--- config.mk ---
export PLATFORM = sky130hd
export DESIGN_NAME = capture_buffer_resp_flat
export DESIGN_NICKNAME = d
export VERILOG_FILES = /design/src/rtl/capture_buffer_resp_pkg.sv /design/src/rtl/capture_buffer_resp_if.sv /design/src/rtl/capture_buffer_resp_dp_ram.sv /design/src/rtl/capture_buffer_resp.sv /design/src/flat_wrapper.sv
export SDC_FILE = /design/constraint.sdc
export NUM_CORES = 1
export LEC_CHECK = 0
export CAP_MARGIN = 25
export CORE_MARGIN = 10
export CORE_UTILIZATION = 30
export CTS_CLUSTER_SIZE = 28
export DETAILED_ROUTE_END_ITERATION = 6
export PLACE_DENSITY = 0.5
export SETUP_SLACK_MARGIN = 0.2
export SYNTH_ARGS = -nofsm -noshare
export SYNTH_HDL_FRONTEND = slang
export SYNTH_SLANG_ARGS = --single-unit
--- constraint.sdc ---
create_clock -name clk -period 3.18 [get_ports clk]
set_clock_uncertainty 0.1 [all_clocks]
set_input_delay 0.477 -clock clk [delete_from_list [all_inputs] [get_ports clk]]
set_output_delay 0.477 -clock clk [all_outputs]
set_load 0.05 [all_outputs]
--- src/rtl/capture_buffer_resp_pkg.sv ---
// Shared types and constants for the CAF capture-buffer responder.
// Latency: n/a (declarations only).
// Backpressure: n/a.
package capture_buffer_resp_pkg;

   localparam logic BRESP_OKAY   = 1'b0;
   localparam logic BRESP_SLVERR = 1'b1;

   localparam int IQ_I_BITS = 12;
   localparam int IQ_Q_BITS = 12;

   typedef enum logic {
      W_IDLE = 1'b0,
      W_RESP = 1'b1
   } wstate_t;

   typedef enum logic {
      R_IDLE = 1'b0,
      R_DATA = 1'b1
   } rstate_t;

   // Packs one I/Q sample into a RAM word, in-phase in the MSBs.
   function automatic logic [IQ_I_BITS+IQ_Q_BITS-1:0] pack_iq(
      input logic [IQ_I_BITS-1:0] i,
      input logic [IQ_Q_BITS-1:0] q
   );
      return {i, q};
   endfunction

endpackage

--- src/rtl/capture_buffer_resp_if.sv ---
// Write/response/read channel bundle between the CAF engine and one capture buffer.
// Latency: n/a (wiring only).
// Backpressure: valid/ready on every channel; master drives m_axi_*, slave drives s_axi_* and data.
interface capture_buffer_resp_if #(
   parameter int INDEX_BITS = 6,
   parameter int I_BITS     = 12,
   parameter int Q_BITS     = 12
);
   logic [INDEX_BITS-1:0]    m_axi_waddr;
   logic                     m_axi_wvalid;
   logic [I_BITS+Q_BITS-1:0] m_axi_wdata;
   logic                     s_axi_wready;
   logic                     s_axi_bresp;
   logic                     s_axi_bvalid;
   logic                     m_axi_bready;
   logic [INDEX_BITS-1:0]    m_axi_raddr;
   logic                     m_axi_rvalid;
   logic                     s_axi_rready;
   logic                     s_axi_rvalid;
   logic [I_BITS-1:0]        out_i;
   logic [Q_BITS-1:0]        out_q;
   logic                     m_axi_rready;

   modport master (
      output m_axi_waddr, m_axi_wvalid, m_axi_wdata, m_axi_bready,
      output m_axi_raddr, m_axi_rvalid, m_axi_rready,
      input  s_axi_wready, s_axi_bresp, s_axi_bvalid,
      input  s_axi_rready, s_axi_rvalid, out_i, out_q
   );

   modport slave (
      input  m_axi_waddr, m_axi_wvalid, m_axi_wdata, m_axi_bready,
      input  m_axi_raddr, m_axi_rvalid, m_axi_rready,
      output s_axi_wready, s_axi_bresp, s_axi_bvalid,
      output s_axi_rready, s_axi_rvalid, out_i, out_q
   );
endinterface

--- src/rtl/capture_buffer_resp_dp_ram.sv ---
// Sample store: one synchronous write port, one registered read port (read-before-write).
// Latency: write lands at the edge; read data valid one edge after i_re.
// Backpressure: none; read register holds its value until the next i_re.
module capture_buffer_resp_dp_ram #(
   parameter int DEPTH = 64,
   parameter int AW    = 6,
   parameter int DW    = 24
) (
   input  logic          clk,
   input  logic          rst_n,
   input  logic          i_we,
   input  logic [AW-1:0] i_waddr,
   input  logic [DW-1:0] i_wdata,
   input  logic          i_re,
   input  logic          i_rclr,
   input  logic [AW-1:0] i_raddr,
   output logic [DW-1:0] o_rdata
);

   logic [DW-1:0] r_mem [DEPTH];
   logic [DW-1:0] r_rdata;

   // Storage array: no reset so contents survive a reset pulse.
   always_ff @(posedge clk) begin
      if (i_we) begin
         r_mem[i_waddr] <= i_wdata;
      end
   end

   // Read register samples the pre-write word; only loads on a read so it holds under stall.
   always_ff @(posedge clk or negedge rst_n) begin
      if (!rst_n) begin
         r_rdata <= '0;
      end else if (i_re) begin
         r_rdata <= i_rclr ? '0 : r_mem[i_raddr];
      end
   end

   assign o_rdata = r_rdata;

endmodule

--- src/rtl/capture_buffer_resp.sv ---
// Memory-side responder for a CAF capture buffer: single-word I/Q writes and addressed reads.
// Latency: write response and read data both one edge after the handshake.
// Backpressure: each channel holds its response/data and drops ready until the initiator accepts.
module capture_buffer_resp
   import capture_buffer_resp_pkg::*;
#(
   parameter int BUFFER_LENGTH = 64,
   // May exceed clog2(BUFFER_LENGTH) so that out-of-range addresses are expressible.
   parameter int INDEX_BITS    = 6,
   parameter int I_BITS        = 12,
   parameter int Q_BITS        = 12
) (
   input  logic                   clk,
   input  logic                   rst_n,
   capture_buffer_resp_if.slave   io_bus
);

   localparam int          RAM_AW = (BUFFER_LENGTH > 1) ? $clog2(BUFFER_LENGTH) : 1;
   localparam int          DW     = I_BITS + Q_BITS;
   localparam logic [31:0] LEN_U  = 32'(BUFFER_LENGTH);

   wstate_t r_wstate, w_wstate_nxt;
   rstate_t r_rstate, w_rstate_nxt;

   logic r_wready, w_wready_nxt;
   logic r_bvalid, w_bvalid_nxt;
   logic r_bresp,  w_bresp_nxt;
   logic r_rready, w_rready_nxt;
   logic r_rvalid, w_rvalid_nxt;

   logic          w_waddr_oob;
   logic          w_raddr_oob;
   logic          w_wr_hs;
   logic          w_rd_hs;
   logic          w_ram_we;
   logic [DW-1:0] w_rdata;

   // Addresses are never aliased: anything at or past the buffer end is an error.
   assign w_waddr_oob = (32'(io_bus.m_axi_waddr) >= LEN_U);
   assign w_raddr_oob = (32'(io_bus.m_axi_raddr) >= LEN_U);
   assign w_wr_hs     = io_bus.m_axi_wvalid & r_wready;
   assign w_rd_hs     = io_bus.m_axi_rvalid & r_rready;
   assign w_ram_we    = w_wr_hs & ~w_waddr_oob;

   capture_buffer_resp_dp_ram #(
      .DEPTH (BUFFER_LENGTH),
      .AW    (RAM_AW),
      .DW    (DW)
   ) u_ram (
      .clk     (clk),
      .rst_n   (rst_n),
      .i_we    (w_ram_we),
      .i_waddr (io_bus.m_axi_waddr[RAM_AW-1:0]),
      .i_wdata (io_bus.m_axi_wdata),
      .i_re    (w_rd_hs),
      .i_rclr  (w_raddr_oob),
      .i_raddr (io_bus.m_axi_raddr[RAM_AW-1:0]),
      .o_rdata (w_rdata)
   );

   // Write FSM state and registered write-channel outputs.
   always_ff @(posedge clk or negedge rst_n) begin
      if (!rst_n) begin
         r_wstate <= W_IDLE;
         r_wready <= 1'b0;
         r_bvalid <= 1'b0;
         r_bresp  <= BRESP_OKAY;
      end else begin
         r_wstate <= w_wstate_nxt;
         r_wready <= w_wready_nxt;
         r_bvalid <= w_bvalid_nxt;
         r_bresp  <= w_bresp_nxt;
      end
   end

   // Write FSM: accept one word, then hold the response until it is taken.
   always_comb begin
      w_wstate_nxt = r_wstate;
      w_wready_nxt = r_wready;
      w_bvalid_nxt = r_bvalid;
      w_bresp_nxt  = r_bresp;
      case (r_wstate)
         W_IDLE: begin
            w_wready_nxt = 1'b1;
            if (w_wr_hs) begin
               w_wstate_nxt = W_RESP;
               w_wready_nxt = 1'b0;
               w_bvalid_nxt = 1'b1;
               w_bresp_nxt  = w_waddr_oob ? BRESP_SLVERR : BRESP_OKAY;
            end
         end
         W_RESP: begin
            if (r_bvalid && io_bus.m_axi_bready) begin
               w_wstate_nxt = W_IDLE;
               w_wready_nxt = 1'b1;
               w_bvalid_nxt = 1'b0;
               w_bresp_nxt  = BRESP_OKAY;
            end
         end
         default: begin
            w_wstate_nxt = W_IDLE;
         end
      endcase
   end

   // Read FSM state and registered read-channel handshake outputs.
   always_ff @(posedge clk or negedge rst_n) begin
      if (!rst_n) begin
         r_rstate <= R_IDLE;
         r_rready <= 1'b0;
         r_rvalid <= 1'b0;
      end else begin
         r_rstate <= w_rstate_nxt;
         r_rready <= w_rready_nxt;
         r_rvalid <= w_rvalid_nxt;
      end
   end

   // Read FSM: take one address, then hold the data beat until it is taken.
   always_comb begin
      w_rstate_nxt = r_rstate;
      w_rready_nxt = r_rready;
      w_rvalid_nxt = r_rvalid;
      case (r_rstate)
         R_IDLE: begin
            w_rready_nxt = 1'b1;
            if (w_rd_hs) begin
               w_rstate_nxt = R_DATA;
               w_rready_nxt = 1'b0;
               w_rvalid_nxt = 1'b1;
            end
         end
         R_DATA: begin
            if (r_rvalid && io_bus.m_axi_rready) begin
               w_rstate_nxt = R_IDLE;
               w_rready_nxt = 1'b1;
               w_rvalid_nxt = 1'b0;
            end
         end
         default: begin
            w_rstate_nxt = R_IDLE;
         end
      endcase
   end

   assign io_bus.s_axi_wready = r_wready;
   assign io_bus.s_axi_bvalid = r_bvalid;
   assign io_bus.s_axi_bresp  = r_bresp;
   assign io_bus.s_axi_rready = r_rready;
   assign io_bus.s_axi_rvalid = r_rvalid;
   assign io_bus.out_i        = w_rdata[DW-1:Q_BITS];
   assign io_bus.out_q        = w_rdata[Q_BITS-1:0];

endmodule

--- src/flat_wrapper.sv ---
// flat-port wrapper written by rule: the top's interface ports become plain ports
module capture_buffer_resp_flat import capture_buffer_resp_pkg::*;
#(
   parameter int BUFFER_LENGTH = 64,
                                                                                     
   parameter int INDEX_BITS    = 6,
   parameter int I_BITS        = 12,
   parameter int Q_BITS        = 12
)
  (clk, rst_n, io_bus_m_axi_waddr, io_bus_m_axi_wvalid, io_bus_m_axi_wdata, io_bus_m_axi_bready, io_bus_m_axi_raddr, io_bus_m_axi_rvalid, io_bus_m_axi_rready, io_bus_s_axi_wready, io_bus_s_axi_bresp, io_bus_s_axi_bvalid, io_bus_s_axi_rready, io_bus_s_axi_rvalid, io_bus_out_i, io_bus_out_q);
  capture_buffer_resp_if #(.INDEX_BITS(INDEX_BITS), .I_BITS(I_BITS), .Q_BITS(Q_BITS)) io_bus_i ();
  input  logic clk;
  input  logic rst_n;
  input wire logic [$bits(io_bus_i.m_axi_waddr)-1:0] io_bus_m_axi_waddr;
  input wire logic [$bits(io_bus_i.m_axi_wvalid)-1:0] io_bus_m_axi_wvalid;
  input wire logic [$bits(io_bus_i.m_axi_wdata)-1:0] io_bus_m_axi_wdata;
  input wire logic [$bits(io_bus_i.m_axi_bready)-1:0] io_bus_m_axi_bready;
  input wire logic [$bits(io_bus_i.m_axi_raddr)-1:0] io_bus_m_axi_raddr;
  input wire logic [$bits(io_bus_i.m_axi_rvalid)-1:0] io_bus_m_axi_rvalid;
  input wire logic [$bits(io_bus_i.m_axi_rready)-1:0] io_bus_m_axi_rready;
  output wire logic [$bits(io_bus_i.s_axi_wready)-1:0] io_bus_s_axi_wready;
  output wire logic [$bits(io_bus_i.s_axi_bresp)-1:0] io_bus_s_axi_bresp;
  output wire logic [$bits(io_bus_i.s_axi_bvalid)-1:0] io_bus_s_axi_bvalid;
  output wire logic [$bits(io_bus_i.s_axi_rready)-1:0] io_bus_s_axi_rready;
  output wire logic [$bits(io_bus_i.s_axi_rvalid)-1:0] io_bus_s_axi_rvalid;
  output wire logic [$bits(io_bus_i.out_i)-1:0] io_bus_out_i;
  output wire logic [$bits(io_bus_i.out_q)-1:0] io_bus_out_q;
  assign io_bus_i.m_axi_waddr = io_bus_m_axi_waddr;
  assign io_bus_i.m_axi_wvalid = io_bus_m_axi_wvalid;
  assign io_bus_i.m_axi_wdata = io_bus_m_axi_wdata;
  assign io_bus_i.m_axi_bready = io_bus_m_axi_bready;
  assign io_bus_i.m_axi_raddr = io_bus_m_axi_raddr;
  assign io_bus_i.m_axi_rvalid = io_bus_m_axi_rvalid;
  assign io_bus_i.m_axi_rready = io_bus_m_axi_rready;
  assign io_bus_s_axi_wready = io_bus_i.s_axi_wready;
  assign io_bus_s_axi_bresp = io_bus_i.s_axi_bresp;
  assign io_bus_s_axi_bvalid = io_bus_i.s_axi_bvalid;
  assign io_bus_s_axi_rready = io_bus_i.s_axi_rready;
  assign io_bus_s_axi_rvalid = io_bus_i.s_axi_rvalid;
  assign io_bus_out_i = io_bus_i.out_i;
  assign io_bus_out_q = io_bus_i.out_q;
  capture_buffer_resp #(.BUFFER_LENGTH(BUFFER_LENGTH), .INDEX_BITS(INDEX_BITS), .I_BITS(I_BITS), .Q_BITS(Q_BITS)) u_core (.clk(clk), .rst_n(rst_n), .io_bus(io_bus_i));
endmodule
==> impl_results.md <==
* Status: complete, no violations
* Avg Inst Size Synth at 21.6 um^2
* Via count at 28800
* Port Buf Inserts at slightly below 70
* Max Freq at between 300 and 400 MHz
* Critical-path cell list: clkdlybuf4s50_1
* Initial core utilization at a little under a third
* Drt pass-1 iters at 7
* Final WS setup at 0.351 ns
* DR WL/cell at around 27 um
* WS Path Type: reg2out
* Grt total ovfl at 0
* HP Class: in2reg
* Yosys warnings at 0
* CTS Sinks at ~1600
* Die height at ~470 um
* CTS root buf: clkbuf_16
* Post-CTS Resized at 0
* Register area share after synthesis at 78.6%
* Max incr delay on CP at roughly 0.90 ns
* DRC viols at 0
* Synthesized flop and latch total at roughly 1600
* Filler cells at about 18000
* Clk Latency, worst-skew pair at 0.78 ns
* Slew Limit Headroom at between 30 and 40%
* Setup Fix Bufs, Post-CTS at 0
* Max Slew Vio Count at 0
* Crit Path Max Fanout at 2
* Die Wd at ~470 um
* Vias/cell at 4.94
* Vias in the first global route at around 30000
* Tcrit/Tclk final at between 80% and 90%
* Die area at around 220000 um^2
* Pre-CTS WS at -0.254 ns
* GP Congestion at between 0.7 and 0.8
* I/O pins at 71
* Synth Instances at approximately 2800
* Worst setup SP type: register
* Nets at between 3000 and 4000
* Wirelength, routed at about 160000 um
* Routed Antenna Nets at 0
* Core Box Area at just under 200000 um^2
* Power, Total at about 46000 uW
* Cell taking the most area after synthesis: edfxtp_1
* CTS HTree Levels at 4
* Layout cell share with drive strength beyond 1 at a little over a quarter
* Initial DRC count at between 2000 and 3000
* LEAKAGE at between 0.02 and 0.025 uW
* Initial antenna violation count at 11
* Setup Viol. Count Final at 0
* Unrepaired setup endpoints after global routing: false
* Post-Route Setup TNS at 0 ns
* CTS buffer count at approximately 160
* Pwr/cell area at between 600 and 700 nW/um^2
* Fin. Hold Viols at 0
* Post-synth top area share at between 70% and 80%
* Worst VDD drop at between 0.6 and 0.7 mV
* CTS tree: yes
* Area contributors post-synth: edfxtp_1, mux4_2, mux2i_1
* Rows at approximately 160
* Post-synthesis net count at approximately 2800
* DP HPWL at between 90000 and 100000 um
* WP buf/inv at 1
* Area Growth Syn to Fin at 19.7%
* Clock period minus worst slack at between 2 and 3 ns
* Largest net degree at the start of global routing at 65
* Required time of the critical path at 2.60 ns
* Syn Std Cell Area at 59600 um^2
* Hold-fix buffers, CTS at 3
* Arrival time at the worst endpoint at 2.25 ns
* First-pass GRT wire length at 229000 um
* Critical path endpoint category: output pin
* Worst-margin pin slew at ~1 ns
* Distinct cells, synth at 36
* Max Cap Viol at 0
* Overall Global Routing Usage at between 10 and 15%
* Cell with the largest stage delay on the worst path: clkdlybuf4s50_1
* Critical path's top delay family: buffers and inverters
* Longest Clk Path Bufs at 3
* Clk pin slew, worst setup/hold paths at around 0.060 ns
==> sequential cells by signal, summed over array words and instances (netlist names) <==
signal and count:
u_core.r_wstate 1, u_core.io_bus.s_axi_rvalid 1, u_core.u_ram.o_rdata 24, u_core.io_bus.s_axi_wready 1, u_core.u_ram.r_mem 1536, u_core.r_rstate 1
u_core.io_bus.s_axi_bvalid 1, u_core.io_bus.s_axi_rready 1
==> where the power goes <==
group          total [uW]  internal [uW]  leakage, uW  switching [uW]
clock network       19200          11200      0.00263            7940
registers           23300          22900       0.0142             325
logic                3440           1220      0.00571            2220
total               45900          35400       0.0225           10500
==> final timing paths <==
path | start | to | slack, ns | cells after the start
worst max register to register | u_core.io_bus.s_axi_wready | u_core.u_ram.r_mem[22][17] | 1.05 | 6
worst max-delay path | u_core.u_ram.o_rdata[23] | io_bus_out_i[11] | 0.35 | 1
max in group asynchronous | rst_n | u_core.u_ram.o_rdata[17] | 2.08 | 2
worst min register to register | u_core.r_wstate | u_core.io_bus.s_axi_bvalid | 0.41 | 1
min in group asynchronous | rst_n | u_core.r_wstate | 0.26 | 2
worst min-delay path | io_bus_m_axi_wdata[20] | u_core.u_ram.r_mem[1][20] | 0.04 | 1
==> synthesized netlist by cell type <==
library cell and number:
buf_1 3, nor4_1 1, buf_4 13, nand4_1 24, or3b_2 4, nor2_1 68
mux2i_1 216, edfxtp_1 1536, nor2b_1 27, nand3b_1 3, a221o_1 24, a31oi_1 2
nand3_1 52, and3b_1 1, or2_2 1, or3_1 25, buf_6 11, and2b_1 1
buf_2 64, nand2b_1 3, mux4_2 288, o2bb2ai_1 1, clkbuf_1 71, mux2_2 1
nor3b_1 1, inv_1 2, o22ai_1 50, and3_1 2, and2_1 1, a21oi_1 28
nand2_1 41, nor3_1 3, a211oi_1 46, dfrtp_1 30, a22oi_1 120, conb_1 1
==> metal layers <==
metal  global-route usage [%]  up-vias  wire length, um
li1                         -    12300                -
met1                     18.9    15600            67300
met2                     24.6      684            80800
met3                     2.31      218             6980
met4                     4.82        2             4940
met5                        0        -               13
==> through the flow <==
step | cell area [um^2] | hold WS [ns] | utilization [%] | instances
after floorplan | 59600 | 0.0814 | - | 2765
after global placement | 65700 | 0.387 | 33.3 | 5511
after detailed placement | 65800 | 0.405 | 33.3 | 5514
after CTS | 71200 | 0.0409 | 36.1 | 5820
after global routing | 71400 | 0.0142 | 36.2 | 5830
final | 71400 | 0.0440 | 36.2 | 5832
==> cells by family after synthesis <==
kind of cell	share of synthesized area, %
AOI/OAI and AO/OA	3.29
buffers and inverters	1.39
DFF	78.6
muxes	14.5
other	0.00629
and+or+nand+nor	2.17
==> cell usage in the layout, fill, tap and decap left out, types with 4 or more instances in the layout <==
cell | Yosys | layout
dfrtp_1 | 30 | 30
nor2_2 | 0 | 42
nor2b_1 | 27 | 25
clkinvlp_4 | 0 | 9
mux2i_1 | 216 | 216
diode_2 | 0 | 4
nand2_1 | 41 | 41
or3_1 | 25 | 25
buf_2 | 64 | 25
inv_6 | 0 | 5
nand3_1 | 52 | 52
a221o_1 | 24 | 24
clkdlybuf4s50_1 | 0 | 41
clkinv_2 | 0 | 34
clkinv_1 | 0 | 36
edfxtp_1 | 1536 | 1536
or3b_2 | 4 | 4
a21oi_1 | 28 | 28
a211oi_1 | 46 | 46
clkbuf_1 | 71 | 24
nand4_1 | 24 | 24
buf_12 | 0 | 106
bufinv_16 | 0 | 19
mux4_2 | 288 | 288
nor2_4 | 0 | 23
dlygate4sd3_1 | 0 | 5
o22ai_1 | 50 | 50
clkbuf_16 | 0 | 168
buf_4 | 13 | 100
a22oi_1 | 120 | 120
==> area by class of cell <==
class	instances	area [um^2]	share of cell area, %
Antenna cell	4	10.0	0.0140
Clock buffer	192	4290	6.02
Clock inverter	111	1110	1.55
Inverter	2	7.51	0.0105
Multi-Input combinational cell	1035	12200	17.1
Sequential cell	1566	46900	65.7
Tap cell	2640	3300	4.63
Timing Repair Buffer	282	3540	4.96
(Power assumes the default switching activity.)
